===== src/rtl/char_mem_arb_pkg.sv =====
// char_mem_arb_pkg: shared types and defaults for the character-memory arbiter.
// Provides the read-return tag, default bus widths and the wait-counter width.
package char_mem_arb_pkg;
  localparam int DEF_ADDR_W = 12;
  localparam int DEF_DATA_W = 8;
  localparam int WAIT_W = 8;
  typedef enum logic [1:0] {RD_NONE, RD_DISP, RD_HOST} rd_tag_t;
endpackage


===== src/rtl/char_mem_arbiter_if.sv =====
// char_mem_arbiter_if: display, host and RAM buses of the character-memory arbiter.
// slave: arbiter side (takes requests, drives RAM); master: requesters and RAM side.
interface char_mem_arbiter_if #(
  parameter int ADDR_W = char_mem_arb_pkg::DEF_ADDR_W,
  parameter int DATA_W = char_mem_arb_pkg::DEF_DATA_W
);
  logic              disp_valid;
  logic [ADDR_W-1:0] disp_addr;
  logic              disp_ready;
  logic [DATA_W-1:0] disp_rdata;
  logic              disp_rvalid;
  logic              disp_stall;
  logic              host_valid;
  logic              host_we;
  logic [ADDR_W-1:0] host_addr;
  logic [DATA_W-1:0] host_wdata;
  logic              host_ready;
  logic [DATA_W-1:0] host_rdata;
  logic              host_rvalid;
  logic              mem_en;
  logic              mem_we;
  logic [ADDR_W-1:0] mem_addr;
  logic [DATA_W-1:0] mem_wdata;
  logic [DATA_W-1:0] mem_rdata;
  modport slave (
    input  disp_valid, disp_addr, host_valid, host_we, host_addr, host_wdata, mem_rdata,
    output disp_ready, disp_rdata, disp_rvalid, disp_stall,
           host_ready, host_rdata, host_rvalid,
           mem_en, mem_we, mem_addr, mem_wdata
  );
  modport master (
    output disp_valid, disp_addr, host_valid, host_we, host_addr, host_wdata, mem_rdata,
    input  disp_ready, disp_rdata, disp_rvalid, disp_stall,
           host_ready, host_rdata, host_rvalid,
           mem_en, mem_we, mem_addr, mem_wdata
  );
endinterface


===== src/rtl/char_mem_arbiter.sv =====
// char_mem_arbiter: display-priority arbiter sharing one sync-read RAM with a host port.
// Ports: ACLK/ARESET (async, active-high); bus = display/host valid-ready requests,
// one-cycle rvalid returns, RAM issue signals and disp_stall on forced host slots.
module char_mem_arbiter
  import char_mem_arb_pkg::*;
#(
  parameter int ADDR_W = DEF_ADDR_W,
  parameter int DATA_W = DEF_DATA_W,
  parameter int HOST_MAX_WAIT = 15
) (
  input logic ACLK,
  input logic ARESET,
  char_mem_arbiter_if.slave bus
);
  logic [WAIT_W-1:0] wait_cnt;
  logic              force_host;
  logic              disp_xfer;
  logic              host_xfer;
  logic              mem_en_q;
  logic              mem_we_q;
  logic [ADDR_W-1:0] mem_addr_q;
  logic [DATA_W-1:0] mem_wdata_q;
  rd_tag_t           tag_issue;
  rd_tag_t           tag_ret;
  assign force_host = wait_cnt == WAIT_W'(HOST_MAX_WAIT);
  assign bus.disp_ready = bus.disp_valid && !(force_host && bus.host_valid);
  assign bus.host_ready = bus.host_valid && (!bus.disp_valid || force_host);
  assign bus.disp_stall = bus.disp_valid && force_host && bus.host_valid;
  assign disp_xfer = bus.disp_valid && bus.disp_ready;
  assign host_xfer = bus.host_valid && bus.host_ready;
  assign bus.mem_en = mem_en_q;
  assign bus.mem_we = mem_we_q;
  assign bus.mem_addr = mem_addr_q;
  assign bus.mem_wdata = mem_wdata_q;
  // RAM output is already registered, so the return tag only gates and steers it.
  assign bus.disp_rvalid = tag_ret == RD_DISP;
  assign bus.host_rvalid = tag_ret == RD_HOST;
  assign bus.disp_rdata = bus.disp_rvalid ? bus.mem_rdata : '0;
  assign bus.host_rdata = bus.host_rvalid ? bus.mem_rdata : '0;
  always_ff @(posedge ACLK or posedge ARESET) begin
    if (ARESET) begin
      wait_cnt    <= '0;
      mem_en_q    <= 1'b0;
      mem_we_q    <= 1'b0;
      mem_addr_q  <= '0;
      mem_wdata_q <= '0;
      tag_issue   <= RD_NONE;
      tag_ret     <= RD_NONE;
    end else begin
      wait_cnt    <= (bus.host_valid && !bus.host_ready) ? (force_host ? wait_cnt : wait_cnt + 1'b1) : '0;
      mem_en_q    <= disp_xfer || host_xfer;
      mem_we_q    <= host_xfer && bus.host_we;
      mem_addr_q  <= host_xfer ? bus.host_addr : disp_xfer ? bus.disp_addr : mem_addr_q;
      mem_wdata_q <= host_xfer ? bus.host_wdata : mem_wdata_q;
      tag_issue   <= (host_xfer && !bus.host_we) ? RD_HOST : disp_xfer ? RD_DISP : RD_NONE;
      tag_ret     <= tag_issue;
    end
  end
endmodule

===== src/flat_wrapper.sv =====
// flat-port wrapper written by rule: the top's interface ports become plain ports
module char_mem_arbiter_flat import char_mem_arb_pkg::*;
#(
  parameter int ADDR_W = DEF_ADDR_W,
  parameter int DATA_W = DEF_DATA_W,
  parameter int HOST_MAX_WAIT = 15
)
  (ACLK, ARESET, bus_disp_valid, bus_disp_addr, bus_host_valid, bus_host_we, bus_host_addr, bus_host_wdata, bus_mem_rdata, bus_disp_ready, bus_disp_rdata, bus_disp_rvalid, bus_disp_stall, bus_host_ready, bus_host_rdata, bus_host_rvalid, bus_mem_en, bus_mem_we, bus_mem_addr, bus_mem_wdata);
  char_mem_arbiter_if #(.ADDR_W(ADDR_W), .DATA_W(DATA_W)) bus_i ();
  input logic ACLK;
  input logic ARESET;
  input wire logic [$bits(bus_i.disp_valid)-1:0] bus_disp_valid;
  input wire logic [$bits(bus_i.disp_addr)-1:0] bus_disp_addr;
  input wire logic [$bits(bus_i.host_valid)-1:0] bus_host_valid;
  input wire logic [$bits(bus_i.host_we)-1:0] bus_host_we;
  input wire logic [$bits(bus_i.host_addr)-1:0] bus_host_addr;
  input wire logic [$bits(bus_i.host_wdata)-1:0] bus_host_wdata;
  input wire logic [$bits(bus_i.mem_rdata)-1:0] bus_mem_rdata;
  output wire logic [$bits(bus_i.disp_ready)-1:0] bus_disp_ready;
  output wire logic [$bits(bus_i.disp_rdata)-1:0] bus_disp_rdata;
  output wire logic [$bits(bus_i.disp_rvalid)-1:0] bus_disp_rvalid;
  output wire logic [$bits(bus_i.disp_stall)-1:0] bus_disp_stall;
  output wire logic [$bits(bus_i.host_ready)-1:0] bus_host_ready;
  output wire logic [$bits(bus_i.host_rdata)-1:0] bus_host_rdata;
  output wire logic [$bits(bus_i.host_rvalid)-1:0] bus_host_rvalid;
  output wire logic [$bits(bus_i.mem_en)-1:0] bus_mem_en;
  output wire logic [$bits(bus_i.mem_we)-1:0] bus_mem_we;
  output wire logic [$bits(bus_i.mem_addr)-1:0] bus_mem_addr;
  output wire logic [$bits(bus_i.mem_wdata)-1:0] bus_mem_wdata;
  assign bus_i.disp_valid = bus_disp_valid;
  assign bus_i.disp_addr = bus_disp_addr;
  assign bus_i.host_valid = bus_host_valid;
  assign bus_i.host_we = bus_host_we;
  assign bus_i.host_addr = bus_host_addr;
  assign bus_i.host_wdata = bus_host_wdata;
  assign bus_i.mem_rdata = bus_mem_rdata;
  assign bus_disp_ready = bus_i.disp_ready;
  assign bus_disp_rdata = bus_i.disp_rdata;
  assign bus_disp_rvalid = bus_i.disp_rvalid;
  assign bus_disp_stall = bus_i.disp_stall;
  assign bus_host_ready = bus_i.host_ready;
  assign bus_host_rdata = bus_i.host_rdata;
  assign bus_host_rvalid = bus_i.host_rvalid;
  assign bus_mem_en = bus_i.mem_en;
  assign bus_mem_we = bus_i.mem_we;
  assign bus_mem_addr = bus_i.mem_addr;
  assign bus_mem_wdata = bus_i.mem_wdata;
  char_mem_arbiter #(.ADDR_W(ADDR_W), .DATA_W(DATA_W), .HOST_MAX_WAIT(HOST_MAX_WAIT)) u_core (.ACLK(ACLK), .ARESET(ARESET), .bus(bus_i));
endmodule

===== config.mk =====
export PLATFORM = sky130hd
export DESIGN_NAME = char_mem_arbiter_flat
export DESIGN_NICKNAME = d
export VERILOG_FILES = /design/src/rtl/char_mem_arb_pkg.sv /design/src/rtl/char_mem_arbiter_if.sv /design/src/rtl/char_mem_arbiter.sv /design/src/flat_wrapper.sv
export SDC_FILE = /design/constraint.sdc
export NUM_CORES = 1
export LEC_CHECK = 0
export CAP_MARGIN = 20
export CORE_MARGIN = 2
export CORE_UTILIZATION = 39
export CTS_BUF_LIST = sky130_fd_sc_hd__clkbuf_16
export DETAILED_ROUTE_END_ITERATION = 12
export PLACE_DENSITY = 0.8
export REMOVE_ABC_BUFFERS = 1
export SLEW_MARGIN = 20
export SYNTH_ARGS = -nofsm -noshare
export SYNTH_HDL_FRONTEND = slang
export SYNTH_SLANG_ARGS = --single-unit

===== constraint.sdc =====
create_clock -name ACLK -period 2.05 [get_ports ACLK]
set_input_delay 0.3075 -clock ACLK [delete_from_list [all_inputs] [get_ports ACLK]]
set_output_delay 0.3075 -clock ACLK [all_outputs]
set_load 0.03 [all_outputs]

# Yosys cells after proc, flatten, opt, wreduce, memory -nomap -nowiden
# Index checks and enable logic that the tools add are counted.
# word_totals
regBits	34
mem_bits_ro	0
ramBits	0
latchBits	0
inputBits	45
mem_count	0
elab_cells	37
# classes
n_mux	8
n_mul	0
reduce_logical	17
n_eq_ne	4
add_sub_neg	1
order_cmp	0
div_mod_pow	0
n_shift	0
n_bitwise	0
# ops
op	count
$mux W8	4
$mux W12	2
$logic_and A1 B1 Y1	10
$add A8 B1 Y8 const B	1
$eq A8 B4 Y1 const B	1
$logic_not A1 Y1	4
$eq A2 B1 Y1 const B	1
$eq A2 B2 Y1 const B	1
$logic_or A1 B1 Y1	2
$mux W2	1
$ne A2 B2 Y1 const B	1
$reduce_bool A2 Y1	1
$mux W1	1

# Depth between registers and ports, before layout
# depth
word_depth	7
mapped_depth	6

# Worst setup path before layout
# No wires, ideal clock.
# synth_timing
path_type	reg-to-output
from	register u_core.wait_cnt[0]
to	output port bus_disp_stall
path_buffers	2
slack_ns	0.201
arrival_time_ns	1.542
path_stages_with_launch	7
cell_sequence	dfrtp_1 ha_1 and3_1 buf_2 and3_2 buf_6 and2_1
# synth_between
elab_chain_cells	3
# synth_rtl
element	line_no	text
start, declared	char_mem_arbiter.sv:15	logic [WAIT_W-1:0] wait_cnt;
start signal, assigned	char_mem_arbiter.sv:50	wait_cnt <= (bus.host_valid && !bus.host_ready) ? (force_host ? wait_cnt : wait_cnt + 1'b1) : '0;
$eq A8 B4 Y1	char_mem_arbiter.sv:25	assign force_host = wait_cnt == WAIT_W'(HOST_MAX_WAIT);
$logic_and A1 B1 Y1 (2 in series)	char_mem_arbiter.sv:28	assign bus.disp_stall = bus.disp_valid && force_host && bus.host_valid;
end, declared	flat_wrapper.sv:22	output wire logic [$bits(bus_i.disp_stall)-1:0] bus_disp_stall;
# No other way between the ends.

# Final worst setup path
# layout_timing
from	register u_core.tag_ret[1]
to	output port bus_disp_rdata[6]
# layout_between
elab_chain_cells	2
# layout_rtl
element	line_no	text
start, declared	char_mem_arbiter.sv:24	rd_tag_t tag_ret;
start signal, assigned	char_mem_arbiter.sv:56	tag_ret <= tag_issue;
$eq A2 B1 Y1	char_mem_arbiter.sv:36	assign bus.disp_rvalid = tag_ret == RD_DISP;
$mux W8	char_mem_arbiter.sv:38	assign bus.disp_rdata = bus.disp_rvalid ? bus.mem_rdata : '0;
end, declared	flat_wrapper.sv:20	output wire logic [$bits(bus_i.disp_rdata)-1:0] bus_disp_rdata;
# No other way between the ends.

==> impl_metrics.py <==
metrics = {
    "floorplanning": {
        "ios": 88,
        "core-area_um2": 4030,
        "fp.dieW_um": 69.1,
        "start_util": 0.411,
        "num_rows": 23,
        "dieArea_um2": 4780,
        "die_height_um": 69.1,
    },
    "sta": {
        "rsz0062_at_grt": "true",
        "finClkSkew_ns": 0.00557,
        "finalHoldViolCount": 0,
        "tightest_slew_ns": 0.418,
        "final_max_slew_viol_count": 0,
        "maxSlewHeadroom": 0.721,
        "period_share": 0.967,
        "setup_viol": 0,
        "finalSetupTns_ns": 0,
        "min_period_ns": 1.98,
        "fmax_mhz": 504,
    },
    "yosys": {
        "synthSimpleGateAreaFrac": 0.173,
        "netlist_top_cells_area": "dfrtp_1 (51%), a221o_1 (7.3%), mux2i_1 (7.3%)",
        "yosysTopAreaCell": "dfrtp_1",
        "synth-async-reset-ratio": 1.00,
        "synth_top_area_share": 0.514,
        "synthAdderAreaFrac": 0.00756,
        "syn_inst": 148,
        "synth-compound-area-share": 0.112,
        "synth_top_family_by_area": "simple AND/OR/NAND/NOR gates",
        "synth_area_per_cell_um2": 11.2,
        "synthMuxAreaShare": 0.127,
        "synth_seq_area_share": 0.514,
        "netlist_area_um2": 1650,
        "synth_edf_count": 0,
        "yosysMostFrequentCell": "dfrtp_1",
        "synth_common_cells": "dfrtp_1 (34), nor2_1 (19), and2_1 (17)",
        "synth.distinct_cells": 28,
        "synth_warnings": 0,
        "synthXorXnorAreaFrac": 0.0159,
        "ys_seq_elements": 34,
        "synth_flop_cell": "dfrtp_1",
    },
    "drt": {
        "routedWlPerCell_um": 13.8,
        "dr.pass1.iters": 4,
        "drc": 0,
        "drtIter0Drc": 55,
        "routed_wl_um": 4070,
        "vias_per_cell": 4.96,
        "drtAntennaViolNets": 0,
        "vias": 1464,
    },
    "power_and_ir_drop": {
        "powerDensity_nw_per_um2": 738,
        "ir_drop_mv": 0.466,
        "p_leak_nw": 1.45,
    },
    "flow_run": {
        "maxCapViolations": 0,
    },
    "critical_path": {
        "reg2regPathDepth": 5,
        "crit_type": "reg2out",
        "critPathMaxStageDelay_ns": 0.66,
        "worst_setup_path_start_kind": "register",
        "crit_chain": "nor2b_1 -> buf_4 -> and2_1 -> clkdlybuf4s50_1",
        "crit_arrival_ns": 1.68,
        "r2r_setup_slack_ns": 0.32,
        "worst-path-max-fanout": 9,
        "cp-end-kind": "primary output",
        "cpMaxStageDelayCell": "clkdlybuf4s50_1",
        "required_ns": 1.74,
    },
    "cts": {
        "clkLatencyLatePin_ns": 0.28,
        "h-tree-depth": 2,
        "clock-sinks": 34,
        "numCtsBuffers": 5,
        "clk_pin_slew_ns": 0.06,
        "cts_hold_buffers": 0,
        "cts_tree": "yes",
        "cts_buffer_depth": 2,
        "cts_root_buf": "clkbuf_16",
    },
    "layout": {
        "final_area_um2": 2830,
        "multi_input_area_um2": 732,
        "finalNonFillerCells": 295,
        "drive_gt1_frac": 0.151,
        "final_util": 0.701,
        "register_area_um2": 851,
        "antenna_cells": 0,
        "area_growth_pct": 70.8,
        "nNetsFinal": 290,
        "fillCellCount": 319,
    },
    "placed_design": {
        "place_congestion": 0.843,
        "port_buffers": 87,
        "dp_hpwl_um": 3060,
        "dp_cells": 287,
        "post_dp_cell_area_um2": 2610,
    },
    "global_routing": {
        "antenna_found_initial": 0,
        "grt_first_pass_wirelength_um": 6740,
        "grt_pass1_vias": 1503,
        "grt_usage": 0.176,
        "grt.overflow.total": 0,
        "grt_max_degree": 35,
    },
    "outcome": {
        "status": "completed",
    },
    "worst_hold_path": {
        "hold_class": "reg2reg",
        "hold_depth": 0,
    },
}
## layout by cell type (no fill, tap or decap)
| cell | count |
|---|---|
| xnor2_1 | 2 |
| dfrtp_1 | 34 |
| nor2_1 | 19 |
| a211o_2 | 1 |
| or3_1 | 2 |
| nand3_1 | 3 |
| buf_4 | 14 |
| ha_1 | 1 |
| a21oi_1 | 3 |
| nor2b_1 | 3 |
| a31oi_2 | 2 |
| bufinv_16 | 1 |
| dlymetal6s2s_1 | 15 |
| inv_1 | 7 |
| nor4_4 | 1 |
| clkinvlp_4 | 2 |
| and3_4 | 1 |
| nand2_1 | 2 |
| and3_2 | 1 |
| mux2_2 | 8 |
| and2_1 | 17 |
| xor2_1 | 1 |
| a221o_1 | 12 |
| nand4_1 | 2 |
| or3_2 | 1 |
| clkdlybuf4s50_1 | 69 |
| o21ai_0 | 3 |
| clkbuf_16 | 5 |
| mux2i_1 | 12 |
| a31oi_1 | 1 |
## power breakdown
part           total (mW)  leakage [nW]  switching (mW)  internal [mW]
sequential          0.753         0.423          0.0289          0.724
combinational       0.486         0.953           0.238          0.248
clock               0.847        0.0760           0.275          0.572
total                2.09          1.45           0.542           1.54
## flip-flops by register name (all words and copies together) (netlist names)
signal	flops
u_core.bus.mem_addr	12
u_core.bus.mem_en	1
u_core.bus.mem_wdata	8
u_core.bus.mem_we	1
u_core.tag_issue	2
u_core.tag_ret	2
u_core.wait_cnt	8
## routing by layer
layer,routed length (µm),up-vias,global-route usage,share of wire
met5,0,-,0,0
met4,42,0,0.0436,0.010
met3,368,6,0.0746,0.091
met2,2060,71,0.317,0.51
met1,1590,674,0.190,0.39
li1,-,713,-,-
## final timing paths
path / to / from
max: bus_disp_rdata[6] / u_core.tag_ret[1]
min: u_core.tag_ret[1] / u_core.tag_issue[1]
max reg2reg: u_core.bus.mem_wdata[3] / u_core.wait_cnt[1]
min reg2reg: u_core.tag_ret[1] / u_core.tag_issue[1]
max in group asynchronous: u_core.wait_cnt[2] / ARESET
min in group asynchronous: u_core.bus.mem_wdata[2] / ARESET
## worst max-delay path, delay by kind of cell, from the launching register on
| kind | cells | cell delay (ns) |
|---|---|---|
| DFF | 1 | 0.37 |
| and+or+nand+nor | 2 | 0.22 |
| buffers and inverters | 2 | 0.81 |
## metrics by stage
step	hold slack [ns]	power (mW)	setup WS [ns]
6_report	0.357	2.09	0.0674
5_1_grt	0.366	2.17	-0.0208
4_1_cts	0.361	2.11	0.0153
3_5_place_dp	0.338	1.25	0.149
3_3_place_gp	0.337	1.25	0.185
2_1_floorplan	0.331	0.991	-0.130
## cell families after synthesis
kind of cell | Yosys count
AND/OR/NAND/NOR | 52
multiplexers | 20
XOR/XNOR | 3
flip-flops | 34
AO/OA/AOI/OAI | 22
adder cells (fa/ha/maj) | 1
buffers and inverters | 16
## final cells by class
cell class,instances,area share
Clock buffer,5,0.0443
Sequential cell,34,0.301
Inverter,7,0.00930
Multi-Input combinational cell,98,0.259
Clock inverter,3,0.0159
Tap cell,50,0.0221
Timing Repair Buffer,98,0.348
## what timing repair did
action	4_1_cts	5_1_grt
gates resized for setup	2	16
buffers inserted	0	0
setup endpoints to repair	1	17
hold endpoints to repair	0	0
No activity file was read; power rests on OpenSTA's default activity.
